$ cat src/rtl/chain_arbiter.sv
// Two-requester round-robin front end for a shared fixed-latency chain datapath.
// Optional grant counters are enabled by defining CHAIN_ARB_STATS_EN.
module chain_arbiter #(
   parameter int LATENCY = 2
) (
   input  logic       clk,
   input  logic       rst_n,
   input  logic       req0_valid,
   input  logic [7:0] req0_data,
   output logic       req0_ready,
   input  logic       req1_valid,
   input  logic [7:0] req1_data,
   output logic       req1_ready,
   input  logic       flush,
   output logic [7:0] chain_in,
   input  logic [7:0] chain_out,
   output logic       rsp0_valid,
   output logic       rsp1_valid,
   output logic [7:0] rsp_data,
   output logic       busy,
   output logic       drain_done
`ifdef CHAIN_ARB_STATS_EN
   ,
   output logic [15:0] grant0_cnt,
   output logic [15:0] grant1_cnt
`endif
);

   // state | meaning
   // IDLE  | nothing issued recently, waiting for a request
   // RUN   | accepting requests, operands may be in flight
   // DRAIN | no new accepts, waiting for the in-flight operands to retire
   typedef enum logic [1:0] {IDLE, RUN, DRAIN} state_t;

   state_t       state, state_nxt;
   logic         last_grant;
   logic         acc0, acc1, accept, empty;
   logic [LATENCY:0] trk_v;
   logic [LATENCY:0] trk_id;

   always_comb begin
      acc0 = 1'b0;
      acc1 = 1'b0;
      if (!flush && state != DRAIN) begin
         if (req0_valid && req1_valid) begin
            if (last_grant) acc0 = 1'b1;
            else            acc1 = 1'b1;
         end else begin
            acc0 = req0_valid;
            acc1 = req1_valid;
         end
      end
   end

   assign req0_ready = acc0;
   assign req1_ready = acc1;
   assign accept     = acc0 | acc1;
   assign empty      = ~|trk_v;
   assign busy       = (state != IDLE) || !empty;
   assign rsp0_valid = trk_v[LATENCY] & ~trk_id[LATENCY];
   assign rsp1_valid = trk_v[LATENCY] &  trk_id[LATENCY];

   always_comb begin
      state_nxt  = state;
      drain_done = 1'b0;
      case (state)
         IDLE: begin
            if (flush)       state_nxt = DRAIN;
            else if (accept) state_nxt = RUN;
         end
         RUN: begin
            if (flush)                 state_nxt = DRAIN;
            else if (empty && !accept) state_nxt = IDLE;
         end
         DRAIN: begin
            if (empty) begin
               state_nxt  = IDLE;
               drain_done = 1'b1;
            end
         end
         default: state_nxt = IDLE;
      endcase
   end

   always_ff @(posedge clk or negedge rst_n) begin
      if (!rst_n) state <= IDLE;
      else        state <= state_nxt;
   end

   // Stage k is valid in the (k+1)th cycle after the accept; the last stage is the response cycle.
   always_ff @(posedge clk or negedge rst_n) begin
      if (!rst_n) begin
         trk_v      <= '0;
         trk_id     <= '0;
         last_grant <= 1'b1;
         chain_in   <= 8'h00;
         rsp_data   <= 8'h00;
      end else begin
         trk_v  <= {trk_v[LATENCY-1:0], accept};
         trk_id <= {trk_id[LATENCY-1:0], acc1};
         if (accept) begin
            last_grant <= acc1;
            chain_in   <= acc1 ? req1_data : req0_data;
         end
         if (trk_v[LATENCY-1]) rsp_data <= chain_out;
      end
   end

`ifdef CHAIN_ARB_STATS_EN
   always_ff @(posedge clk or negedge rst_n) begin
      if (!rst_n) begin
         grant0_cnt <= 16'h0000;
         grant1_cnt <= 16'h0000;
      end else begin
         if (acc0 && grant0_cnt != 16'hFFFF) grant0_cnt <= grant0_cnt + 16'h0001;
         if (acc1 && grant1_cnt != 16'hFFFF) grant1_cnt <= grant1_cnt + 16'h0001;
      end
   end
`endif

endmodule

$ cat config.mk
export PLATFORM = sky130hd
export DESIGN_NAME = chain_arbiter
export DESIGN_NICKNAME = d
export VERILOG_FILES = /design/src/rtl/chain_arbiter.sv
export SDC_FILE = /design/constraint.sdc
export NUM_CORES = 1
export LEC_CHECK = 0
export ABC_AREA = 1
export CAP_MARGIN = 10
export CORE_MARGIN = 4
export CORE_UTILIZATION = 36
export CTS_BUF_LIST = sky130_fd_sc_hd__clkbuf_4 sky130_fd_sc_hd__clkbuf_8 sky130_fd_sc_hd__clkbuf_16
export CTS_CLUSTER_SIZE = 30
export DETAILED_ROUTE_END_ITERATION = 6
export GPL_TIMING_DRIVEN = 0
export PLACE_DENSITY = 0.74
export SETUP_SLACK_MARGIN = 0.2
export SLEW_MARGIN = 30
export SYNTH_ARGS = -nofsm -noshare
export SYNTH_HDL_FRONTEND = slang
export SYNTH_SLANG_ARGS = --single-unit
$ cat constraint.sdc
create_clock -name clk -period 1 [get_ports clk]
set_input_delay 0.2 -clock clk [delete_from_list [all_inputs] [get_ports clk]]
set_output_delay 0.2 -clock clk [all_outputs]
set_load 0.005 [all_outputs]
==> results.toml <==
[layout]
mostFrequentLayoutCell = "sky130_fd_sc_hd__nand2_1"
layout-drive-gt1-share = 0.4600
num-fill-cells = 229
num_antenna_cells = 0
areaGrowthSynthToFinish_pct = 73.35
nets = 230
layout.cells.most_common_list = "sky130_fd_sc_hd__nand2_1, sky130_fd_sc_hd__clkdlybuf4s50_1, sky130_fd_sc_hd__dfrtp_1"

[drt]
routed-via-count = 1085
finalWirelength_mm = 2.918
m1_wl_mm = 1.106
highest_layer = "met4"
drc_violation_count_after_routing = 0
wl_met3_um = 310
detailroute.wirelength.met2_mm = 1.445
drtIter0Drc = 16
route.detailed.vias_per_inst = 4.697
detail_route.wl_per_cell_um = 12.63
route.antenna.remaining_nets = 0
dr.pass1.iters = 4

[sta]
rsz0062_at_grt = "yes"
count_of_pins_over_their_slew_limit = 0
finalCriticalPeriod_ns = 1.457
finalSetupViolations = 43
timing.final.ws_setup_ns = -0.4574
slew_headroom = 0.6374
max_slew.worst_pin.slew_ns = 0.5440
fmax_mhz = 686.2
timing.final.crit_share = 1.457
worst_clock_skew_ns = 0.002222
fin_hold_ws_ns = -0.1563
tns_ns = -7.372
timing.final.hold_violations = 24

[power_and_ir_drop]
report.power.total_w = 0.004743
p_per_area_mw_per_mm2 = 2490
power.static_leakage_nw = 0.9871
ir_worst_vdd_v = 0.001439

[setup_path]
end_kind = "output pin"
worst_r2r_src = "trk_v[1]"
cp_data_required_time_ns = 0.80
critical_path_peak_fanout = 2
r2r-end = "state[0]"
timing.critical_path.from_type = "flop"
rrSetupSlack_ns = -0.40
worstSetupPathType = "flop to output pin"
endpoint = "req1_ready"
crit_arrival_ns = 1.26
reg2regPathDepth = 12
crit_path_start = "state[1]"

[logic_synthesis]
post_synthesis_area_per_instance_um2 = 9.310
synthesis.area_mm2 = 0.001099
synth_top_area_frac = 0.5467
synth_warnings = 0
post_synth_num_cell_types = 19
synth.top_cells.by_area = "sky130_fd_sc_hd__dfrtp_1, sky130_fd_sc_hd__nand2_1, sky130_fd_sc_hd__mux2_2"
ys_seq_area_frac = 0.5706
syn-instance-count = 118
syn_nets = 147
yosys.area.top_type = "sky130_fd_sc_hd__dfrtp_1"
synth_seq_cells = 25

[placed_design]
numPortBuffers = 50
gp_routability_congestion = 0.7947
hpwl_mm = 2.009
dp_slack_ns = -0.8927

[die]
total_core_area_mm2 = 0.002829
top_level_ports = 51
dieWidth_um = 63.24
placement_rows = 19
initial_utilization = 0.3883
floorplan.die_area_mm2 = 0.003999
die_height_um = 63.24

[min_path]
timing.hold.worst.class = "input port to async pin"

[clocking]
ctsHtreeMaxLevel = 1
clk_latency_ns = 0.31
clk_pin_slew_ns = 0.14
tritoncts = "done"
clock_tree.root_cell = "sky130_fd_sc_hd__clkbuf_4"
cts_buffers = 3
cts_sinks = 25
cts_max_path_buffers = 2

[flow_run]
drv_cap = 0

[run_status]
violated_checks = "negative hold slack, negative setup slack"
result_of_the_run = "complete, but fails checks"

[grt]
grt_util_all_layers = 0.1567
grt_overflow_total = 0
first_global_vias = 1192
pin_count_of_the_biggest_net_entering_global_routing = 26
antenna_found_initial = 0
grt_pass1_wl_mm = 5.133
==> critical path, cell delays in order, from the launching register on <==
cell and delay (ns):
sky130_fd_sc_hd__dfrtp_1 0.43, sky130_fd_sc_hd__buf_6 0.13, sky130_fd_sc_hd__inv_4 0.05, sky130_fd_sc_hd__nor2_4 0.04, sky130_fd_sc_hd__nor2_4 0.10, sky130_fd_sc_hd__nand2_4 0.07
sky130_fd_sc_hd__clkinv_4 0.05, sky130_fd_sc_hd__buf_6 0.08
==> per-stage QoR <==
stage	std cells	area, um^2	util
final	231	1904	0.6732
after global routing	231	1904	0.6732
after CTS	225	1821	0.6435
after detailed placement	199	1655	0.5851
after global placement	199	1660	0.5869
after floorplan	118	1121	-
==> cells by family after synthesis <==
kind of cell,Yosys count,synth area share
muxes,8,0.08201
AOI/OAI and AO/OA,4,0.02391
buffers and inverters,11,0.05011
and+or+nand+nor,70,0.2733
DFF,25,0.5706
==> sequential cells by signal (all words and copies together) (netlist names) <==
register / count
trk_id: 3
last_grant: 1
chain_in: 8
rsp_data: 8
trk_v: 3
state: 2
==> Yosys cell counts <==
library cell	instances
sky130_fd_sc_hd__buf_2	1
sky130_fd_sc_hd__inv_1	7
sky130_fd_sc_hd__dfrtp_1	24
sky130_fd_sc_hd__nor2_1	3
sky130_fd_sc_hd__nand2_1	54
sky130_fd_sc_hd__a21boi_2	1
sky130_fd_sc_hd__nand2_2	2
sky130_fd_sc_hd__a21oi_1	1
sky130_fd_sc_hd__nand3_1	5
sky130_fd_sc_hd__nand3_2	2
sky130_fd_sc_hd__nor3_1	1
sky130_fd_sc_hd__inv_6	1
sky130_fd_sc_hd__nand2_4	1
sky130_fd_sc_hd__buf_6	1
sky130_fd_sc_hd__o21ai_0	2
sky130_fd_sc_hd__mux2_2	8
sky130_fd_sc_hd__dfstp_2	1
sky130_fd_sc_hd__inv_2	1
sky130_fd_sc_hd__nor2_2	2
==> per-layer routing <==
| metal | vias up | global-route usage |
|---|---|---|
| met2 | 51 | 0.2819 |
| met1 | 495 | 0.1744 |
| li1 | 533 | - |
| met5 | - | 0 |
| met4 | 0 | 0.04313 |
| met3 | 6 | 0.05506 |
==> timing repair <==
action                                  in CTS  in global routing
hold endpoints to repair                    24                 24
gates resized for setup                    111                 15
setup buffers                               20                  6
endpoints found under the setup margin      43                 43
pin swaps                                   12                  8
gates cloned                                 2                  0
==> worst min-delay path by stage <==
stage                     startpoint           to  slack [ns]  depth (start not counted)
after floorplan                rst_n  chain_in[0]        -0.1                          0
after global placement     trk_id[0]    trk_id[1]        0.33                          0
after detailed placement       rst_n  rsp_data[1]        0.22                          1
after CTS                      rst_n  rsp_data[4]       -0.13                          1
after global routing           rst_n    trk_id[2]       -0.12                          1
final                          rst_n  rsp_data[1]       -0.16                          1
==> power by group <==
group          leakage, nW  internal [W]  switching (W)
Combinational        0.667       0.00152        0.00109
Sequential           0.306       0.00145       0.000231
Clock               0.0139      0.000152       0.000310
Total                0.987       0.00312        0.00163
==> final cells by class <==
cell class / instances / area (um^2) / area share
flip-flops and latches: 25 / 628.1 / 0.3298
well taps: 31 / 38.79 / 0.02037
inverters: 9 / 43.79 / 0.02300
clock buffers: 3 / 22.52 / 0.01183
plain buffers: 2 / 22.52 / 0.01183
clock inverters: 1 / 7.507 / 0.003942
repair buffers: 78 / 646.9 / 0.3397
multi-input cells: 82 / 494.2 / 0.2595
(Power assumes the default switching activity.)
